## config.mk

```make
export PLATFORM = sky130hd
export DESIGN_NAME = camera_stream_emulator
export DESIGN_NICKNAME = d
export VERILOG_FILES = /design/src/rtl/camera_stream_emulator.sv
export SDC_FILE = /design/constraint.sdc
export NUM_CORES = 1
export LEC_CHECK = 0
export ABC_AREA = 1
export BUFFER_PORTS_ARGS = -buffer_cell sky130_fd_sc_hd__buf_2
export CORE_MARGIN = 10
export CORE_UTILIZATION = 53
export DETAILED_ROUTE_END_ITERATION = 12
export MAX_ROUTING_LAYER = met4
export PLACE_DENSITY = 0.76
export SYNTH_ARGS = -nofsm -noshare
export SYNTH_HDL_FRONTEND = slang
export SYNTH_SLANG_ARGS = --single-unit
export TNS_END_PERCENT = 5
```

## constraint.sdc

```tcl
create_clock -name CLK -period 2.8 [get_ports CLK]
set_input_delay 0 -clock CLK [delete_from_list [all_inputs] [get_ports CLK]]
set_output_delay 0 -clock CLK [all_outputs]
set_load 0.005 [all_outputs]
```

## src/rtl/camera_stream_emulator.sv

```systemverilog
// OV7670-style camera byte-stream source: PCLK/VSYNC/HREF/8-bit data carrying
// RGB332 test patterns, two bytes per pixel, for exercising the capture path.
module camera_stream_emulator #(
  parameter int H_ACTIVE      = 176,
  parameter int H_BLANK       = 20,
  parameter int V_ACTIVE      = 144,
  parameter int V_SYNC_LINES  = 3,
  parameter int V_BACK_LINES  = 17,
  parameter int V_FRONT_LINES = 10,
  parameter int BAR_SHIFT     = 4
) (
  input  logic        CLK,
  input  logic        RESET,
  input  logic        ENABLE,
  input  logic [1:0]  PATTERN,
  input  logic [7:0]  SOLID_COLOR,
  output logic        PCLK_OUT,
  output logic        VSYNC,
  output logic        HREF,
  output logic [7:0]  CAMERA_OUT,
  output logic        FRAME_DONE,
  output logic [15:0] FRAME_COUNT
);

  localparam int LINE = 2 * H_ACTIVE + H_BLANK;
  localparam int MAX_AB = (V_ACTIVE > V_SYNC_LINES) ? V_ACTIVE : V_SYNC_LINES;
  localparam int MAX_CD = (V_BACK_LINES > V_FRONT_LINES) ? V_BACK_LINES : V_FRONT_LINES;
  localparam int MAX_LINES = (MAX_AB > MAX_CD) ? MAX_AB : MAX_CD;
  localparam int TW = $clog2(LINE);
  localparam int LW = (MAX_LINES > 1) ? $clog2(MAX_LINES) : 1;
  localparam int XW = (H_ACTIVE > 1) ? $clog2(H_ACTIVE) : 1;

  typedef enum logic [2:0] {
    ST_IDLE,
    ST_VSYNC,
    ST_VBACK,
    ST_ACTIVE,
    ST_VFRONT
  } state_t;

  state_t      state_q, state_d;
  logic [TW-1:0] tick_q, tick_d;
  logic [LW-1:0] line_q, line_d;
  logic [1:0]  pattern_q, pattern_d;
  logic [7:0]  solid_q, solid_d;
  logic        pclk_q;
  logic        vsync_q, vsync_d;
  logic        href_q, href_d;
  logic [7:0]  data_q, data_d;
  logic        done_q, done_d;
  logic [15:0] count_q, count_d;

  logic        start;
  logic        last_tick;
  logic        last_line;
  logic [7:0]  pix;

  function automatic int state_lines(input state_t s);
    case (s)
      ST_VSYNC:  return V_SYNC_LINES;
      ST_VBACK:  return V_BACK_LINES;
      ST_ACTIVE: return V_ACTIVE;
      ST_VFRONT: return V_FRONT_LINES;
      default:   return 1;
    endcase
  endfunction

  function automatic logic [7:0] pixel(input logic [1:0] pat, input logic [7:0] solid,
                                       input logic [XW-1:0] x, input logic [LW-1:0] y);
    logic [15:0] xw;
    logic [2:0]  i;
    logic        xl;
    logic        yt;
    xw = 16'(x);
    i  = 3'(xw >> BAR_SHIFT);
    xl = int'(x) < H_ACTIVE / 2;
    yt = int'(y) < V_ACTIVE / 2;
    case (pat)
      2'd0:    return solid;
      2'd1:    return {{3{i[2]}}, {3{i[1]}}, {2{i[0]}}};
      2'd2:    return xw[7:0];
      default: return (xl && yt) ? 8'hE0 : (!xl && yt) ? 8'h03 : (xl && !yt) ? 8'h1C : 8'h00;
    endcase
  endfunction

  always_comb begin
    // NOTE: every signal gets a default first so no latch is inferred.
    state_d   = state_q;
    tick_d    = tick_q;
    line_d    = line_q;
    pattern_d = pattern_q;
    solid_d   = solid_q;
    count_d   = count_q;
    done_d    = 1'b0;
    start     = 1'b0;
    last_tick = (tick_q == TW'(LINE - 1));
    last_line = (line_q == LW'(state_lines(state_q) - 1));

    if (state_q == ST_IDLE) begin
      start = ENABLE;
    end else if (last_tick) begin
      tick_d = '0;
      if (last_line) begin
        line_d = '0;
        case (state_q)
          ST_VSYNC:  state_d = ST_VBACK;
          ST_VBACK:  state_d = ST_ACTIVE;
          ST_ACTIVE: state_d = ST_VFRONT;
          ST_VFRONT: begin
            done_d  = 1'b1;
            count_d = count_q + 1'b1;
            start   = ENABLE;
            state_d = ST_IDLE;
          end
          default:   state_d = ST_IDLE;
        endcase
      end else begin
        line_d = line_q + 1'b1;
      end
    end else begin
      tick_d = tick_q + 1'b1;
    end

    // Pattern inputs are captured only here, so mid-frame changes wait a frame.
    if (start) begin
      state_d   = ST_VSYNC;
      tick_d    = '0;
      line_d    = '0;
      pattern_d = PATTERN;
      solid_d   = SOLID_COLOR;
    end

    // Outputs describe the tick being entered, so they register with the state.
    vsync_d = (state_d == ST_VSYNC);
    href_d  = (state_d == ST_ACTIVE) && (tick_d < TW'(2 * H_ACTIVE));
    pix     = pixel(pattern_d, solid_d, XW'(tick_d >> 1), line_d);
    data_d  = '0;
    if (href_d) begin
      data_d = tick_d[0] ? {5'b00000, pix[7:5]} : {pix[4:2], 3'b000, pix[1:0]};
    end
  end

  always_ff @(posedge CLK or posedge RESET) begin
    if (RESET) begin
      state_q   <= ST_IDLE;
      tick_q    <= '0;
      line_q    <= '0;
      pattern_q <= '0;
      solid_q   <= '0;
      pclk_q    <= 1'b0;
      vsync_q   <= 1'b0;
      href_q    <= 1'b0;
      data_q    <= '0;
      done_q    <= 1'b0;
      count_q   <= '0;
    end else begin
      // NOTE: non-blocking assignments so every flop samples pre-edge values.
      pclk_q <= ~pclk_q;
      if (pclk_q) begin
        state_q   <= state_d;
        tick_q    <= tick_d;
        line_q    <= line_d;
        pattern_q <= pattern_d;
        solid_q   <= solid_d;
        vsync_q   <= vsync_d;
        href_q    <= href_d;
        data_q    <= data_d;
        done_q    <= done_d;
        count_q   <= count_d;
      end else begin
        // FRAME_DONE is a single-CLK pulse, not a full tick.
        done_q <= 1'b0;
      end
    end
  end

  assign PCLK_OUT    = pclk_q;
  assign VSYNC       = vsync_q;
  assign HREF        = href_q;
  assign CAMERA_OUT  = data_q;
  assign FRAME_DONE  = done_q;
  assign FRAME_COUNT = count_q;

endmodule

```

After elaboration in Yosys (flattened, before gate mapping)
Index checks and enable logic that the tools add are counted.
{"block": "word_totals", "register_bits": 58, "elab_cells": 69, "input_bits": 13, "out_inout_bits": 28}
{"block": "op_classes", "muxes": 30, "add_sub_neg": 4, "eq_ne": 10, "order_cmp": 3, "bitwise": 2, "reduce_logical": 9}
{"cell": "$mux W8", "count": 8}
{"cell": "$pmux W8 S4", "count": 1}
{"cell": "$mux W9", "count": 3}
{"cell": "$pmux W8 S3", "count": 1}
{"cell": "$add A16 B1 Y16 const B", "count": 1}
{"cell": "$lt A8 B7 Y1 const B", "count": 2}
{"cell": "$mux W3", "count": 4}
{"cell": "$mux W5", "count": 2}
{"cell": "$add A9 B1 Y9 const B", "count": 1}
{"cell": "$eq A3 B2 Y1 const B", "count": 3}
{"cell": "$eq A9 B9 Y1 const B", "count": 1}
{"cell": "$lt A9 B9 Y1 const B", "count": 1}
{"cell": "$mux W1", "count": 9}
{"cell": "$pmux W3 S3", "count": 1}
{"cell": "$add A8 B1 Y8 const B", "count": 1}
{"cell": "$eq A8 B8 Y1", "count": 1}
{"cell": "$sub A8 B2 Y8 const B", "count": 1}
{"cell": "$eq A3 B1 Y1 const B", "count": 2}
{"cell": "$reduce_and A5 Y1", "count": 1}
{"cell": "$logic_and A1 B1 Y1", "count": 4}
{"cell": "$eq A3 B3 Y1 const B", "count": 1}
{"cell": "$logic_not A3 Y1", "count": 1}
{"cell": "$eq A2 B1 Y1 const B", "count": 1}
{"cell": "$eq A2 B2 Y1 const B", "count": 1}
{"cell": "4 further kinds", "count": 6}

Depth between registers and ports, before layout
Gate-level depths: netlist of the first run.
{"block": "depth", "depth_word": 17, "depth_mapped": 28, "ltp_nobuf": 27}

Least setup slack after synthesis of the first run
Ideal clock, no wire load.
{"block": "synth_path", "kind": "reg2reg", "from": "register state_q[1]", "to": "register data_q[0] (netlist: CAMERA_OUT[0])", "path_slack_ns": -0.132, "n_path_buf": 2, "arrival_time_ns": 2.815, "stages_incl_launch_ff": 28, "t_required_ns": 2.683, "setup_time_ns": 0.117, "synth_period_minus_slack_ns": 2.932, "path_cell_list": "dfrtp_1 -> inv_2 -> nor2_2 -> nand2_2 -> nand2_4 -> ha_1 -> ha_1 -> inv_1 -> nand2_1 -> nand3_1 -> nor2_1 -> nand2_1 -> nor2_4 -> nand4_4 -> o21bai_4 -> nand2_4 -> buf_6 -> buf_6 -> nand2_2 -> nand2_1 -> nand3_1 -> nand3_1 -> nand2_1 -> inv_1 -> nand2_1 -> nand2_1 -> nand2_1 -> nand2_1"}
{"block": "synth_via", "elab_chain_cells": 16, "word_cells_on_any_way": 41, "classes_between": "1 x add/sub; 3 x order compare; 8 x eq/ne; 23 x mux; 6 x reduce/logical"}
{"element": "start: declaration", "line": "41", "source": "state_t state_q, state_d;"}
{"element": "start signal: assignment", "line": "160", "source": "state_q <= state_d;"}
{"element": "$eq A3 B3 Y1 (tied with other cells)", "line": "59, 105"}
{"element": "$pmux W8 S4", "line": "59", "source": "case (s)"}
{"element": "$sub A8 B2 Y8", "line": "97", "source": "last_line = (line_q == LW'(state_lines(state_q) - 1));"}
{"element": "$eq A8 B8 Y1", "line": "97"}
{"element": "$mux W1", "line": "103", "source": "if (last_line) begin"}
{"element": "$mux W1", "line": "101", "source": "end else if (last_tick) begin"}
{"element": "$mux W1", "line": "99", "source": "if (state_q == ST_IDLE) begin"}
{"element": "$mux W9", "line": "125", "source": "if (start) begin"}
{"element": "$lt A8 B7 Y1", "line": "76", "source": "xl = int'(x) < H_ACTIVE / 2;"}
{"element": "$logic_not A1 Y1", "line": "82", "source": "default: return (xl && yt) ? 8'hE0 : (!xl && yt) ? 8'h03 : (xl && !yt) ? 8'h1C : 8'h00;"}
{"element": "$logic_and A1 B1 Y1", "line": "82"}
{"element": "$mux W5", "line": "82"}
{"element": "$mux W8", "line": "82"}
{"element": "$pmux W8 S3", "line": "78", "source": "case (pat)"}
{"element": "$mux W8", "line": "139", "source": "data_d = tick_d[0] ? {5'b00000, pix[7:5]} : {pix[4:2], 3'b000, pix[1:0]};"}
{"element": "$mux W8 *", "line": "138", "source": "if (href_d) begin"}
{"element": "end signal: assignment", "line": "167", "source": "data_q <= data_d;"}
{"element": "end: declaration", "line": "49", "source": "logic [7:0] data_q, data_d;"}
Every way passes the cells marked *; elsewhere a longest branch is shown, timed or not.
A chain may end at the register's enable or synchronous reset.

Final worst setup path of the first run
{"block": "layout_path", "from": "register state_q[1]", "to": "register data_q[5] (netlist: CAMERA_OUT[5])"}
{"block": "layout_via", "elab_chain_cells": 17, "word_cells_on_any_way": 44, "classes_between": "1 x add/sub; 3 x order compare; 8 x eq/ne; 24 x mux; 8 x reduce/logical"}
{"element": "$eq A3 B3 Y1 (tied with other cells)", "line": "59, 105"}
{"element": "$pmux W8 S4", "line": "59"}
{"element": "$sub A8 B2 Y8", "line": "97"}
{"element": "$eq A8 B8 Y1", "line": "97"}
{"element": "$mux W8 / $mux W1 (equally long branches)", "line": "103"}
{"element": "$mux W8 / $mux W1 (equally long branches)", "line": "101"}
{"element": "$mux W8 / $mux W1 (equally long branches)", "line": "99"}
{"element": "$mux W8", "line": "125"}
{"element": "$lt A8 B7 Y1", "line": "77", "source": "yt = int'(y) < V_ACTIVE / 2;"}
{"element": "$logic_not A1 Y1", "line": "82"}
{"element": "$logic_and A1 B1 Y1", "line": "82"}
{"element": "$mux W5 (2 in series)", "line": "82"}
{"element": "$mux W8", "line": "82"}
{"element": "$pmux W8 S3", "line": "78"}
{"element": "$mux W8", "line": "139"}
{"element": "$mux W8 *", "line": "138"}
Marks and branches as above.

==> metrics.csv, run 1 <==
metric,value,unit
outcome,finished with violations,
violated checks,"negative hold slack, negative setup slack",
kind of cell adding the most delay to the critical path,simple AND/OR/NAND/NOR gates,
Max VDD drop,0.240,mV
drt total wl,9600,um
Synth Instances,477,
worst path buffer plus inverter count,4,
final antenna-violating net count,0,
Clock Root Buffer,clkbuf_8,
Pwr Density,285,nW/um^2
Placeable Area,6420,sq um
Ys Warns,0,
largest net degree at the start of global routing,38,
f_max,0.329,GHz
worst-path fanout max,7,
area of the die,10400,sq um
total power,1.30,mW
first-pass GRT wire length,16100,um
"Max stage delay cell, worst path",dfrtp_2,
RSZ-0062 raised after global routing,yes,
#FFs+latches synth,56,
DR WL/cell,14.7,um
# H-tree levels,2,
clk_skew,0.00916,ns
"commonest non-fill, non-tap cells in the layout","nand2_1, buf_4, dfrtp_1, inv_1",
CP Class,reg -> reg,
CP arrival,3.30,ns
Ports,41,
Worst EP required,3.06,ns
Max Slew Vio Count,0,
Tmin final,3.04,ns
"commonest non-fill, non-tap cell in the layout",nand2_1,
vias in the first global route,3535,
# DRC,0,
# Max-Cap Violations,0,
Vias/cell,5.39,
GRT Util Overall,19.4,%
final hold violation count,1,
share of layout cells above drive strength 1,30.0,%
area delta synth->final,27.9,%
IO Port Bufs,38,
synthesized area,3560,sq um
sum of net half-perimeters after detailed placement,7140,um
GRT overflow,0,
clock sinks,56,
worst min-delay path class,in -> reg,
final hold slack,-0.0179,ns
Inserted Clock Buffers,5,
sequential share of the synthesized area,39.3,%
initial antenna violation count,0,
cell mode on critical path,nand2_1,
Synth cell types,45,
Final setup viols,10,
routability cong.,0.898,
DR vias,3527,
row cnt,29,
Initial Util,55.5,%
CP Capture Type,flip-flop,
clock tree buffer depth,2,
nets@finish,594,
"slowest stage delay, CP",0.46,ns
crit share post-route,109,%
Pre-antenna DRT Iters,5,
worst path cell trace,"inv_2, nor2_4, nand2_4, nand2_4, ha_4, ha_4, inv_2, nand2_1, nand3_1, nor2_1, nand2_1, nor2_4, nand4_4, o21bai_4, nand2_4, buf_6, buf_4, nand2_2, o21ai_2, o22ai_1, nor2_1, nor2_1, nand2_1, nand2_1",
Leak,2.41,nW
# fillers,516,
Initial DRC Count,211,
TritonCTS clock tree,built,
die height,102,um
"CTS clk-pin slew, worst paths",0.10,ns
worst-skew pair later-pin latency,0.32,ns
ant diodes,0,
chip width,102,um
syn_area_per_cell,7.47,sq um
final setup margin,-0.240,ns
Startpoint Class,flip-flop,
[repair_timing]
action	in CTS	in global routing
resized for setup	18	31
setup buffers	7	0
pin swaps	12	3
endpoints found under the setup margin	18	37
hold endpoints to repair	19	1
hold buffers	2	1
[cell type report]
cell class / instances / area (sq um) / area share [%]
Multi-Input combinational cell: 348 / 2010 / 44.2
Sequential cell: 56 / 1410 / 30.8
Timing Repair Buffer: 104 / 721 / 15.8
Inverter: 61 / 236 / 5.19
Tap cell: 77 / 96.3 / 2.11
Clock buffer: 6 / 72.6 / 1.59
Clock inverter: 2 / 13.8 / 0.302
[where the power goes]
group	internal, mW	switching, mW
Combinational	0.0112	0.0243
Sequential	0.808	0
Clock	0.179	0.276
Total	0.999	0.300
[final timing paths]
kind | start | cells past startpoint | slack, ns | endpoint
setup / recovery | state_q[1] | 24 | -0.24 | CAMERA_OUT[5]
hold / removal | SOLID_COLOR[3] | 3 | -0.02 | solid_q[3]
setup reg to reg | state_q[1] | 24 | -0.24 | CAMERA_OUT[5]
hold reg to reg | CAMERA_OUT[1] | 2 | 0.49 | CAMERA_OUT[1]
max in group asynchronous | RESET | 4 | 1.90 | state_q[1]
min in group asynchronous | RESET | 3 | 0.22 | FRAME_COUNT[4]
[layer usage]
layer | share of wire (%) | wire length (um) | track usage [%]
met3 | 4.1 | 396 | 2.56
met4 | 1.7 | 159 | 6.07
met2 | 51 | 4920 | 33.5
met5 | 0 | 0 | -
met1 | 43 | 4120 | 22.9
[metrics by stage]
stage,util (%),setup TNS [ns],instance area (sq um),setup slack [ns],instances
2_1_floorplan,-,-0.462,3610,-0.0979,478
5_1_grt,71.0,-5.70,4560,-0.506,654
3_3_place_gp,66.1,-1.33,4250,-0.194,636
3_5_place_dp,66.1,-2.52,4250,-0.300,636
6_report,71.0,-1.56,4560,-0.240,654
4_1_cts,69.5,-1.27,4460,-0.180,653
[tightest hold or removal path, cell delays in order]
cell,delay (ns)
buf_2,0.09
o21ai_2,0.06
o21ai_1,0.11
[registers in the layout, summed over array words and instances (netlist names), 2 cells and up]
signal,count
tick_q,9
pattern_q,2
solid_q,8
CAMERA_OUT,6
state_q,3
FRAME_COUNT,16
line_q,8
[synthesized netlist by cell type (all sizes together)]
master    n  area, sq um
nand2   142          583
inv      60          225
dfrtp    56         1400
o21ai    47          246
nand3    42          238
nor2     39          166
xor2     15          150
nor3     13         76.3
a21oi     9         52.6
nand4     9         71.3
clkbuf    8         30.0
xnor2     6         52.6
buf       5         42.5
ha        5         62.6
o22ai     3         18.8
a31oi     2         12.5
nand3b    2         15.0
nor4      2         12.5
o211ai    2         20.0
a211oi    1         7.51
a21boi    1         7.51
clkinv    1         8.76
conb      1         3.75
mux2i     1         10.0
nor3b     1         7.51
o21bai    1         18.8
o31ai     1         7.51
o32ai     1         8.76
or2       1         6.26
[logic make-up after synthesis]
logic type	count (synthesis)	share of synthesized area, %
flip-flops	56	39.3
XOR/XNOR	21	5.69
other	1	0.105
AND/OR/NAND/NOR	251	33.0
buffers and inverters	74	8.60
multiplexers	1	0.281
adder cells (fa/ha/maj)	5	1.76
AO/OA/AOI/OAI	68	11.2
Power figures use the tool's default switching activity.
==> run 2: changes to the inputs <==
--- a/config.mk
+++ b/config.mk
@@ -11,7 +11,7 @@
 export CORE_UTILIZATION = 53
 export DETAILED_ROUTE_END_ITERATION = 12
 export MAX_ROUTING_LAYER = met4
-export PLACE_DENSITY = 0.76
+export PLACE_DENSITY_LB_ADDON = 0.25
 export SYNTH_ARGS = -nofsm -noshare
 export SYNTH_HDL_FRONTEND = slang
 export SYNTH_SLANG_ARGS = --single-unit
==> metrics.csv, run 2 (synthesis results as in run 1) <==
metric,value,unit
outcome,finished with violations,
violated checks,negative setup slack,
Placeable Area,6420,sq um
worst-path fanout max,8,
crit share post-route,108,%
"slowest stage delay, CP",0.46,ns
area delta synth->final,28.0,%
Place WS,-0.290,ns
Final TNS setup,-1.70,ns
launch point of the worst reg-to-reg path,state_q[0],
drt total wl,9720,um
CP arrival,3.26,ns
f_max,0.331,GHz
Pre-antenna DRT Iters,5,
"Max stage delay cell, worst path",dfrtp_2,
DR vias,3543,
largest net degree at the start of global routing,36,
initial antenna violation count,0,
clock tree buffer depth,2,
"CTS clk-pin slew, worst paths",0.11,ns
"commonest non-fill, non-tap cells in the layout","nand2_1, buf_4, inv_1, dfrtp_1, buf_2",
max reg flops,16,
Inserted Clock Buffers,5,
area of the multi-input gates,2000,sq um
Ports,41,
Vias/cell,5.43,
# fillers,511,
cell mode on critical path,buf_4,
worst-skew pair later-pin latency,0.32,ns
ant diodes,0,
Final setup viols,13,
GRT Util Overall,19.5,%
Pwr Density,288,nW/um^2
share of layout cells above drive strength 1,30.6,%
Tmin final,3.02,ns
nets@finish,592,
crit path from,state_q[0],
RSZ-0062 raised after global routing,yes,
first-pass GRT wire length,16200,um
vias in the first global route,3536,
Clock Root Buffer,clkbuf_8,
chip width,102,um
Worst EP required,3.04,ns
Startpoint Class,flip-flop,
# Max-Cap Violations,0,
Initial Util,55.5,%
# H-tree levels,2,
storage element area,1410,sq um
clk_skew,0.00879,ns
final antenna-violating net count,0,
CP Class,reg -> reg,
worst path cell trace,"buf_4, nand2_4, nand2_4, ha_4, ha_4, inv_1, nand2_1, nand3_1, nor2_1, nand2_1, nor2_4, nand4_4, o21bai_4, nand2_4, buf_12, clkinv_8, buf_4, o21ai_2, buf_4, buf_4, buf_4, o21ai_0",
die height,102,um
# DRC,0,
IO Port Bufs,38,
Max VDD drop,0.238,mV
Hold Startpoint,SOLID_COLOR[3],
Leak,2.41,nW
TritonCTS clock tree,built,
clock sinks,56,
Slew Limit Headroom,46.7,%
DR WL/cell,14.9,um
"commonest non-fill, non-tap cell in the layout",nand2_1,
Max Slew Vio Count,0,
sum of net half-perimeters after detailed placement,7150,um
Initial DRC Count,273,
CP Capture Type,flip-flop,
area of the die,10400,sq um
row cnt,29,
total power,1.31,mW
Worst-Margin Slew,0.798,ns
routability cong.,0.924,
final hold violation count,0,
final setup margin,-0.218,ns
worst min-delay path class,in -> reg,
GRT overflow,0,
[run 2: path summary, 6_finish.rpt]
path,slack (ns),end,depth (start not counted)
worst min register to register,0.49,CAMERA_OUT[0],2
max in group asynchronous,1.84,FRAME_DONE,4
min in group asynchronous,0.37,CAMERA_OUT[2],3
worst max-delay path,-0.22,solid_q[4],22
worst max register to register,-0.22,solid_q[4],22
worst min-delay path,0.02,solid_q[3],3
[run 2: routing by layer]
layer	wire, um	vias up	track usage, %	part of all wire, %
met3	511	21	3.85	5.3
met4	224	0	6.07	2.3
met2	4780	118	32.3	49
met1	4200	1673	23.4	43
met5	0	-	-	0
li1	-	1731	-	-
[run 2: cell type report]
| type | count | share of cell area [%] |
|---|---|---|
| inverters | 61 | 5.40 |
| clock inverters | 3 | 0.494 |
| well taps | 77 | 2.11 |
| repair buffers | 102 | 15.9 |
| multi-input cells | 348 | 43.8 |
| flip-flops and latches | 56 | 30.8 |
| clock buffers | 5 | 1.51 |
[run 2: critical path, delay by kind of cell (launching register included)]
family,cells,cell delay (ns)
flops,1,0.46
fa+ha+maj,2,0.43
buf+inv,8,0.89
simple gates,9,0.77
compound gates,3,0.42
[run 2: what timing repair did]
item,in CTS,in global routing
setup buffers,10,1
pin swaps,10,7
resized for setup,12,36
hold buffers,2,0
hold endpoints to repair,35,0
setup endpoints to repair,16,38
[run 2: where the power goes]
| part | internal [mW] | total (mW) | switching (mW) |
|---|---|---|---|
| combinational | 0.0111 | 0.0352 | 0.0241 |
| sequential | 0.808 | 0.808 | 0 |
| clock | 0.180 | 0.470 | 0.290 |
[run 2: per-stage QoR]
step	util [%]	std cells	hold slack [ns]	area (sq um)
3_3_place_gp	65.9	631	0.192	4230
6_report	71.0	652	0.0157	4560
5_1_grt	71.0	652	0.0314	4560
4_1_cts	69.4	651	0.0115	4450
2_1_floorplan	-	478	0.194	3610
3_5_place_dp	65.9	631	0.195	4230
==> run 3: changes to the inputs <==
--- a/config.mk
+++ b/config.mk
@@ -8,11 +8,11 @@
 export ABC_AREA = 1
 export BUFFER_PORTS_ARGS = -buffer_cell sky130_fd_sc_hd__buf_2
 export CORE_MARGIN = 10
-export CORE_UTILIZATION = 53
+export CORE_UTILIZATION = 59
 export DETAILED_ROUTE_END_ITERATION = 12
 export MAX_ROUTING_LAYER = met4
 export PLACE_DENSITY_LB_ADDON = 0.25
 export SYNTH_ARGS = -nofsm -noshare
 export SYNTH_HDL_FRONTEND = slang
 export SYNTH_SLANG_ARGS = --single-unit
-export TNS_END_PERCENT = 5
+export TNS_END_PERCENT = 30
==> constraint.sdc (replaced) <==
create_clock -name CLK -period 2.9 [get_ports CLK]
set_input_delay 0 -clock CLK [delete_from_list [all_inputs] [get_ports CLK]]
set_output_delay 0 -clock CLK [all_outputs]
set_load 0.005 [all_outputs]
==> metrics.csv, run 3 (synthesis results as in run 1) <==
metric,value,unit
Final setup viols,11,
# DRC,0,
final antenna-violating net count,0,
cell mode on critical path,nand2_1,
Final Util,79.3,%
Inserted Clock Buffers,5,
WHS Endpoint,solid_q[2],
share of layout cells above drive strength 1,32.2,%
sum of net half-perimeters after detailed placement,6820,um
met3 usage,3.56,%
DR WL/cell,15.4,um
DR vias,3673,
Slew Limit Headroom,57.2,%
Placement Cell Area,4210,sq um
Startpoint Class,flip-flop,
worst-skew pair later-pin latency,0.33,ns
# H-tree levels,2,
GRT overflow,0,
"commonest non-fill, non-tap cells in the layout","nand2_1, buf_4, dfrtp_1, inv_1, buf_2",
first-pass GRT wire length,16000,um
hold path depth,3,
Finished Cell Area,4670,sq um
"CTS clk-pin slew, worst paths",0.11,ns
GRT Util Overall,20.4,%
f_max,0.332,GHz
Vias/cell,5.58,
Clock Root Buffer,clkbuf_8,
RSZ-0062 raised after global routing,yes,
worst path buffer plus inverter count,3,
Ports,41,
M1 GR Usage,23.6,%
area delta synth->final,30.9,%
kind of cell adding the most delay to the critical path,simple AND/OR/NAND/NOR gates,
"commonest non-fill, non-tap cell in the layout",nand2_1,
final hold slack,-0.00254,ns
crit share post-route,104,%
area of the die,9550,sq um
CP arrival,3.28,ns
clk_skew,0.00886,ns
worst-path fanout max,6,
CP Capture Type,flip-flop,
initial antenna violation count,0,
Max VDD drop,0.222,mV
CP Class,reg -> reg,
vias in the first global route,3422,
clock tree buffer depth,2,
max reg flops,16,
# Max-Cap Violations,0,
Worst EP required,3.17,ns
outcome,finished with violations,
Initial Util,60.5,%
routability cong.,0.916,
worst min-delay path class,in -> reg,
flop2flop setup slack,-0.11,ns
TritonCTS clock tree,built,
GRT busiest layer,met2,
Initial DRC Count,308,
Placeable Area,5890,sq um
row cnt,28,
"Max stage delay cell, worst path",dfrtp_2,
FF-to-FF path depth,25,
die height,97.7,um
chip width,97.7,um
violated checks,"negative hold slack, negative setup slack",
final hold violation count,1,
Hold Startpoint,SOLID_COLOR[2],
Final TNS setup,-0.734,ns
worst r2r dst,CAMERA_OUT[1],
total power,1.26,mW
drt total wl,10200,um
ant diodes,0,
"slowest stage delay, CP",0.46,ns
Leak,2.44,nW
Pwr Density,270,nW/um^2
met2 usage in global routing,34.5,%
Pre-antenna DRT Iters,5,
largest net degree at the start of global routing,38,
nets@finish,600,
final setup margin,-0.111,ns
launch point of the worst reg-to-reg path,state_q[1],
Worst-Margin Slew,0.642,ns
IO Port Bufs,38,
Max Slew Vio Count,0,
clock sinks,56,
Tmin final,3.01,ns
run 3: cell types whose count changed in the layout (fill, tap and decap cells not counted), moves of 2 or more:
cell / before / now
o21ai_0: 32 / 35
a21oi_1: 7 / 4
o21ai_2: 8 / 5
a21oi_4: 0 / 2
buf_12: 3 / 1
nand2_2: 17 / 15
nand3_1: 37 / 35
buf_4: 56 / 66
run 3: how the worst max path moves through the flow:
stage / depth (start not counted) / end / from / slack [ns]
floorplan: 27 / CAMERA_OUT[0] / state_q[1] / 0.002
global placement: 24 / CAMERA_OUT[0] / state_q[0] / -0.10
detailed placement: 24 / CAMERA_OUT[0] / state_q[2] / -0.18
CTS: 26 / CAMERA_OUT[0] / state_q[1] / -0.06
global route: 25 / CAMERA_OUT[1] / state_q[1] / -0.29
finish: 25 / CAMERA_OUT[1] / state_q[1] / -0.11
run 3: final cells by class:
cell class / count / area [sq um]
well taps: 75 / 93.8
clock inverters: 3 / 21.3
flip-flops and latches: 56 / 1410
clock buffers: 5 / 68.8
repair buffers: 110 / 776
inverters: 61 / 244
multi-input cells: 348 / 2060
fillers: 400 / 1220
run 3: per-layer routing:
layer	wire (um)	vias to the layer above
met5	0	-
met4	257	0
met3	652	29
met2	5110	165
met1	4130	1731
li1	-	1748
run 3: repair_timing:
action | 4_1_cts | 5_1_grt
hold buffers | 2 | 0
gates resized for setup | 30 | 22
pin swaps | 10 | 11
buffers inserted | 9 | 8
gates cloned | 1 | 0
endpoints found under the hold margin | 32 | 0
setup endpoints to repair | 11 | 20
run 3: per-stage QoR:
stage	setup slack [ns]	hold WS, ns	std cells
floorplan	0.00213	0.194	478
global placement	-0.100	0.123	630
detailed placement	-0.177	0.128	630
CTS	-0.0578	0.00309	650
global route	-0.289	0.00706	658
finish	-0.111	-0.00254	658
run 3: worst reg2reg max path, cell delays in order, from the launching register on:
cell      delay, ns
dfrtp_2        0.46
inv_2          0.09
nor2_4         0.04
nand2_4        0.07
nand2_4        0.06
ha_4           0.17
ha_4           0.27
inv_2          0.03
nand2_1        0.05
nand3_1        0.06
nor2_1         0.09
nand2_1        0.09
nor2_4         0.12
nand4_4        0.10
o21bai_4       0.20
nand2_4        0.13
buf_12         0.18
o21ai_4        0.06
nand2_2        0.08
a21oi_4        0.19
nand2_1        0.08
nand2_2        0.09
nand2_2        0.04
nand2_1        0.07
nand2_1        0.07
nand2_1        0.06
run 3: report_power, final:
part	switching, mW	internal (mW)	total [mW]
Combinational	0.0216	0.00887	0.0305
Clock	0.279	0.172	0.451
Sequential	0	0.780	0.780
Total	0.301	0.961	1.26
